## src/rtl/ctx_frame_pkg.sv

```systemverilog
// Shared types, field constants and the payload checksum helper for the ciphertext framer.
package ctx_frame_pkg;

   localparam int unsigned FIELD_W      = 8;
   localparam int unsigned MAX_MSG      = 2040;
   localparam int unsigned MSG_SIZE_DEF = 64;
   localparam int unsigned FRAME_BITS   = MSG_SIZE_DEF + 3 * FIELD_W;

   typedef enum logic [2:0] {
      IDLE,
      PRE,
      LEN,
      PAY,
      CHK,
      GAP
   } state_t;

   // Byte-wise XOR of a zero-extended payload; the padding bytes contribute nothing.
   function automatic logic [FIELD_W-1:0] lrc8(input logic [MAX_MSG-1:0] payload);
      logic [FIELD_W-1:0] acc;
      acc = '0;
      for (int unsigned i = 0; i < MAX_MSG / FIELD_W; i++) begin
         acc = acc ^ payload[i*FIELD_W +: FIELD_W];
      end
      return acc;
   endfunction

endpackage

```

## src/rtl/ctx_shift_out.sv

```systemverilog
// Loadable MSB-first parallel-in serial-out register with a field down-counter.
module ctx_shift_out #(
   parameter int unsigned W  = 64,
   parameter int unsigned CW = 7
) (
   input  logic          clk,
   input  logic          rst_n,
   input  logic          load,
   input  logic          shift,
   input  logic [W-1:0]  load_data,
   input  logic [CW-1:0] load_cnt,
   output logic          msb,
   output logic [CW-1:0] cnt
);

   logic [W-1:0] sr;

   // Load wins over shift; neither means hold.
   always_ff @(posedge clk or negedge rst_n) begin
      if (!rst_n) begin
         sr  <= '0;
         cnt <= '0;
      end else if (load) begin
         sr  <= load_data;
         cnt <= load_cnt;
      end else if (shift) begin
         sr  <= sr << 1;
         cnt <= cnt - CW'(1);
      end
   end

   assign msb = sr[W-1];

endmodule

```

## src/rtl/ciphertext_tx_framer.sv

```systemverilog
// Serialises a completed ciphertext as preamble, length, payload and LRC fields,
// with busy/done/overrun status and a forced idle gap after each frame.
module ciphertext_tx_framer
   import ctx_frame_pkg::*;
#(
   parameter int unsigned MSG_SIZE   = 64,
   parameter logic [7:0]  PREAMBLE   = 8'hA5,
   parameter int unsigned GAP_CYCLES = 4
) (
   input  logic                      clk,
   input  logic                      rst_n,
   input  logic                      ena,
   input  logic [MSG_SIZE-1:0]       iData_in,
   input  logic [$clog2(MSG_SIZE):0] iCounter,
   output logic                      oData_out,
   output logic                      oData_flag,
   output logic                      oBusy,
   output logic                      oDone,
   output logic                      oOverrun
);

   localparam int unsigned CNT_W = $clog2(MSG_SIZE) + 1;

   state_t               state, state_next;
   logic                 complete, complete_q, start_c;
   logic [MSG_SIZE-1:0]  payload_q;
   logic [FIELD_W-1:0]   lrc_q;
   logic                 sr_load, sr_shift, sr_msb;
   logic [MSG_SIZE-1:0]  sr_data;
   logic [CNT_W-1:0]     sr_cnt_load, sr_cnt;
   logic                 data_next, flag_next, done_next;

   // 8-bit fields sit in the top byte so the shared register shifts them MSB first.
   function automatic logic [MSG_SIZE-1:0] field8(input logic [FIELD_W-1:0] b);
      return MSG_SIZE'(b) << (MSG_SIZE - FIELD_W);
   endfunction

   assign complete = (iCounter == CNT_W'(MSG_SIZE));
   assign start_c  = ena && complete && !complete_q;

   ctx_shift_out #(
      .W  (MSG_SIZE),
      .CW (CNT_W)
   ) u_shift (
      .clk       (clk),
      .rst_n     (rst_n),
      .load      (sr_load && ena),
      .shift     (sr_shift && ena),
      .load_data (sr_data),
      .load_cnt  (sr_cnt_load),
      .msb       (sr_msb),
      .cnt       (sr_cnt)
   );

   // Next state, field sequencing and next output values.
   always_comb begin
      state_next  = state;
      sr_load     = 1'b0;
      sr_shift    = 1'b0;
      sr_data     = '0;
      sr_cnt_load = '0;
      data_next   = 1'b0;
      flag_next   = 1'b0;
      done_next   = 1'b0;
      unique case (state)
         IDLE: begin
            if (start_c) begin
               state_next  = PRE;
               sr_load     = 1'b1;
               sr_data     = field8(PREAMBLE);
               sr_cnt_load = CNT_W'(FIELD_W - 1);
            end
         end
         PRE, LEN, PAY, CHK: begin
            data_next = sr_msb;
            flag_next = 1'b1;
            sr_shift  = 1'b1;
            if (sr_cnt == '0) begin
               sr_load = 1'b1;
               if (state == PRE) begin
                  state_next  = LEN;
                  sr_data     = field8(FIELD_W'(MSG_SIZE / FIELD_W));
                  sr_cnt_load = CNT_W'(FIELD_W - 1);
               end else if (state == LEN) begin
                  state_next  = PAY;
                  sr_data     = payload_q;
                  sr_cnt_load = CNT_W'(MSG_SIZE - 1);
               end else if (state == PAY) begin
                  state_next  = CHK;
                  sr_data     = field8(lrc_q);
                  sr_cnt_load = CNT_W'(FIELD_W - 1);
               end else begin
                  state_next  = GAP;
                  sr_cnt_load = CNT_W'(GAP_CYCLES - 1);
                  done_next   = 1'b1;
               end
            end
         end
         GAP: begin
            sr_shift = 1'b1;
            if (sr_cnt == '0) begin
               state_next = IDLE;
               sr_load    = 1'b1;
            end
         end
         default: state_next = IDLE;
      endcase
   end

   // State, capture and registered outputs; everything freezes while ena is low.
   always_ff @(posedge clk or negedge rst_n) begin
      if (!rst_n) begin
         state      <= IDLE;
         complete_q <= 1'b0;
         payload_q  <= '0;
         lrc_q      <= '0;
         oData_out  <= 1'b0;
         oData_flag <= 1'b0;
         oBusy      <= 1'b0;
         oDone      <= 1'b0;
         oOverrun   <= 1'b0;
      end else if (ena) begin
         state      <= state_next;
         complete_q <= complete;
         oData_out  <= data_next;
         oData_flag <= flag_next;
         oDone      <= done_next;
         oBusy      <= (state_next != IDLE);
         if (start_c && state == IDLE) begin
            payload_q <= iData_in;
            lrc_q     <= lrc8(MAX_MSG'(iData_in));
         end
         if (start_c && state != IDLE) begin
            oOverrun <= 1'b1;
         end
      end
   end

endmodule

```

## config.mk

```make
export PLATFORM = sky130hd
export DESIGN_NAME = ciphertext_tx_framer
export DESIGN_NICKNAME = d
export VERILOG_FILES = /design/src/rtl/ctx_frame_pkg.sv /design/src/rtl/ctx_shift_out.sv /design/src/rtl/ciphertext_tx_framer.sv
export SDC_FILE = /design/constraint.sdc
export NUM_CORES = 1
export LEC_CHECK = 0
export CAP_MARGIN = 20
export CORE_MARGIN = 2
export CORE_UTILIZATION = 50
export DETAILED_ROUTE_END_ITERATION = 8
export PLACE_DENSITY_LB_ADDON = 0.08
export SETUP_SLACK_MARGIN = 0.15
export SLEW_MARGIN = 20
export SYNTH_ARGS = -nofsm -noshare
export SYNTH_HDL_FRONTEND = slang
export SYNTH_SLANG_ARGS = --single-unit
```

## constraint.sdc

```tcl
create_clock -name clk -period 3.45 [get_ports clk]
set_clock_uncertainty 0.05 [all_clocks]
set_input_delay 0.69 -clock clk [delete_from_list [all_inputs] [get_ports clk]]
set_output_delay 0.69 -clock clk [all_outputs]
set_load 0.005 [all_outputs]
```

==> impl_metrics.env <==
export IMPL_ys_types=43
export IMPL_timing_setup_tns_ns=0
export IMPL_grt_overflow=0
export IMPL_top_layer="met4"
export IMPL_seq_area_frac_synth_pct=54.0
export IMPL_cp_startpoint="state[2]"
export IMPL_status="completed"
export IMPL_cp_top_family="compound AO/OA/AOI/OAI gates"
export IMPL_gp_congestion=0.833
export IMPL_cp_arrival_ns=3.19
export IMPL_clock_sink_count=152
export IMPL_leakagePower_nw=3.81
export IMPL_floorplan_initialDensity_pct=50.9
export IMPL_numCtsBuffers=17
export IMPL_wirelength_mm=17.1
export IMPL_critical_path_cell_chain="or3_1, and3_1, a21oi_4, buf_4, a21oi_1, a21oi_1"
export IMPL_cp_slowest_cell="a21oi_4"
export IMPL_final_nets=907
export IMPL_r2r_start="state[2]"
export IMPL_cp_start_kind="flop"
export IMPL_drc=0
export IMPL_grt_pass1_wl_mm=28.3
export IMPL_root_buffer="clkbuf_16"
export IMPL_row_count=43
export IMPL_synth_most_common_cell="nand2_1"
export IMPL_cts_setup_buffers=0
export IMPL_tritoncts="yes"
export IMPL_hold_viol=0
export IMPL_synth_edf_count=0
export IMPL_ys_flop_type="dfrtp_1"
export IMPL_rsz0062_at_grt="no"
export IMPL_clk_pin_slew_ns=0.06
export IMPL_period_needed_ns=2.89
export IMPL_ios=79
export IMPL_max_slew_worst_pin_slew_ns=1.02
export IMPL_ys_seq_elements=152
export IMPL_wl_per_cell_um=16.7
export IMPL_die_area_mm2=0.0150
export IMPL_multi_input_area_mm2=0.00302
export IMPL_ys_top_cells_by_count="nand2_1 (208), dfrtp_1 (152), nor2_1 (140), xnor2_1 (58), a221oi_1 (55)"
export IMPL_core_area_mm2=0.0138
export IMPL_cp_required_ns=3.74
export IMPL_syn_nets=843
export IMPL_antenna_left=0
export IMPL_synthArstFlopShare_pct=100
export IMPL_dr_pass1_iters=6
export IMPL_stdcell_count=1022
export IMPL_route_met2_wl_mm=8.29
export IMPL_fillers=1147
export IMPL_synth_top_area_share_pct=54.0
export IMPL_final_area_mm2=0.00863
export IMPL_regArea_mm2=0.00380
export IMPL_cp_max_fo=31
export IMPL_wl_met3_um=776
export IMPL_endpoint_kind="flop"
export IMPL_grt_usage_pct=24.6
export IMPL_die_w_um=123
export IMPL_vias_per_cell=5.56
export IMPL_synth_area_mm2=0.00704
export IMPL_finalMaxSlewViolations=0
export IMPL_hold_path_class="in -> async"
export IMPL_synth_cells=767
export IMPL_final_util_pct=62.4
export IMPL_fmax_mhz=346
export IMPL_h_tree_depth=4
export IMPL_synth_area_leaders="dfrtp_1 (54%), nand2_1 (11%), nor2_1 (7.5%)"
export IMPL_dp_hpwl_mm=11.8
export IMPL_clkLatencyLatePin_ns=0.42
export IMPL_grt_max_degree=62
export IMPL_holdBufCountCts=0
export IMPL_max_slew_margin_rel_pct=32.0
export IMPL_yosysTopAreaCell="dfrtp_1"
export IMPL_criticalPathCategory="reg -> reg"
export IMPL_path_buf_inv=1
export IMPL_drtIter0Drc=527
export IMPL_ys_warn_count=0
export IMPL_vias=5683
export IMPL_n_antenna_cell=0
export IMPL_setup_viol=0
export IMPL_place_area_mm2=0.00805
export IMPL_vdd_drop_max_uv=366
export IMPL_avgSynthCellArea_um2=9.18
export IMPL_grt_pass1_vias=5612
export IMPL_place_port_buffers=78
export IMPL_fin_crit_sh_pct=83.8
export IMPL_antenna_found_initial=0
export IMPL_cap_violations=0
export IMPL_power_density_mw_per_mm2=613
export IMPL_drive_gt1_share_pct=6.89
export IMPL_slowest_delay_ns=0.71
export IMPL_dieHeight_um=123
export IMPL_crit_path_frequent_cell="a21oi_1"
export IMPL_dpl_cell_count=992
export IMPL_ctsResizeCount=0
export IMPL_clockBufferDepth=2
export IMPL_area_growth_pct=22.7
export IMPL_wl_met1_mm=7.70
## cell usage in the layout, fill, tap and decap left out, types with 2 or more instances in the layout
cell type        count
a21o_1               2
a21oi_1             22
a221oi_1            55
a31oi_1              5
and3_1               2
buf_12               5
buf_4               13
bufinv_16            3
clkbuf_16           17
clkbuf_8             2
clkdlybuf4s50_1     77
clkinv_2             6
dfrtp_1            152
ha_1                 2
inv_1                5
mux2i_1              8
nand2_1            208
nand3_1              5
nand4_1              2
nor2_1             138
nor2_4               2
nor2b_1              4
nor3_1               5
nor4_4               2
o211ai_1             5
o21ai_0              8
o21ai_1              2
o2bb2ai_1            4
or3_1                4
xnor2_1             58
## through the flow
stage | total power [mW] | setup WS (ns) | hold slack (ns)
after floorplan | 3.05 | 0.765 | 0.344
after global placement | 3.40 | 0.353 | 0.396
after detailed placement | 3.46 | 0.274 | 0.408
after CTS | 5.32 | 0.574 | 0.192
after global routing | 5.55 | 0.380 | 0.219
final | 5.29 | 0.558 | 0.179
## sequential cells by signal, summed over array words and instances (netlist names)
register	count
payload_q	64
u_shift.sr	64
lrc_q	8
u_shift.cnt	7
state	3
complete_q	1
oBusy	1
oData_flag	1
oData_out	1
oDone	1
oOverrun	1
## cell families (layout without fill, tap and decap cells)
| group | count (synthesis) | after routing | share of synthesized area [%] |
|---|---|---|---|
| AND/OR/NAND/NOR | 379 | 379 | 21.6 |
| flip-flops | 152 | 152 | 54.0 |
| AO/OA/AOI/OAI | 112 | 112 | 12.1 |
| XOR/XNOR | 58 | 58 | 7.22 |
| buffers and inverters | 56 | 131 | 3.50 |
| multiplexers | 8 | 8 | 1.14 |
| adder cells (fa/ha/maj) | 2 | 2 | 0.355 |
## worst paths after layout
kind                            slack, ns  cells past startpoint              to
worst max-delay path                 0.56                      6  u_shift.sr[56]
worst min-delay path                 0.18                      1        oOverrun
worst max register to register       0.56                      6  u_shift.sr[56]
worst min register to register       0.42                      2   payload_q[14]
max in group asynchronous            2.29                      2  u_shift.sr[57]
min in group clk                     0.42                      2   payload_q[14]
## layout make-up
cell class	count	area share [%]
multi-input cells	559	35.0
clock buffers	20	5.29
flip-flops and latches	152	44.1
clock inverters	10	1.48
well taps	180	2.61
inverters	5	0.217
repair buffers	96	11.3
## power by group
part / switching [mW] / total (mW) / internal (mW) / leakage [nW]
logic: 0.544 / 1.04 / 0.497 / 1.67
clock network: 0.700 / 1.86 / 1.16 / 0.291
registers: 0.241 / 2.39 / 2.15 / 1.85
total: 1.48 / 5.29 / 3.81 / 3.81
## metal layers
layer / GRT usage, % / vias up
li1: - / 2694
met1: 33.5 / 2796
met2: 39.5 / 167
met3: 4.46 / 26
met4: 9.34 / 0
met5: 0 / -
No activity file was read; power rests on OpenSTA's default activity.
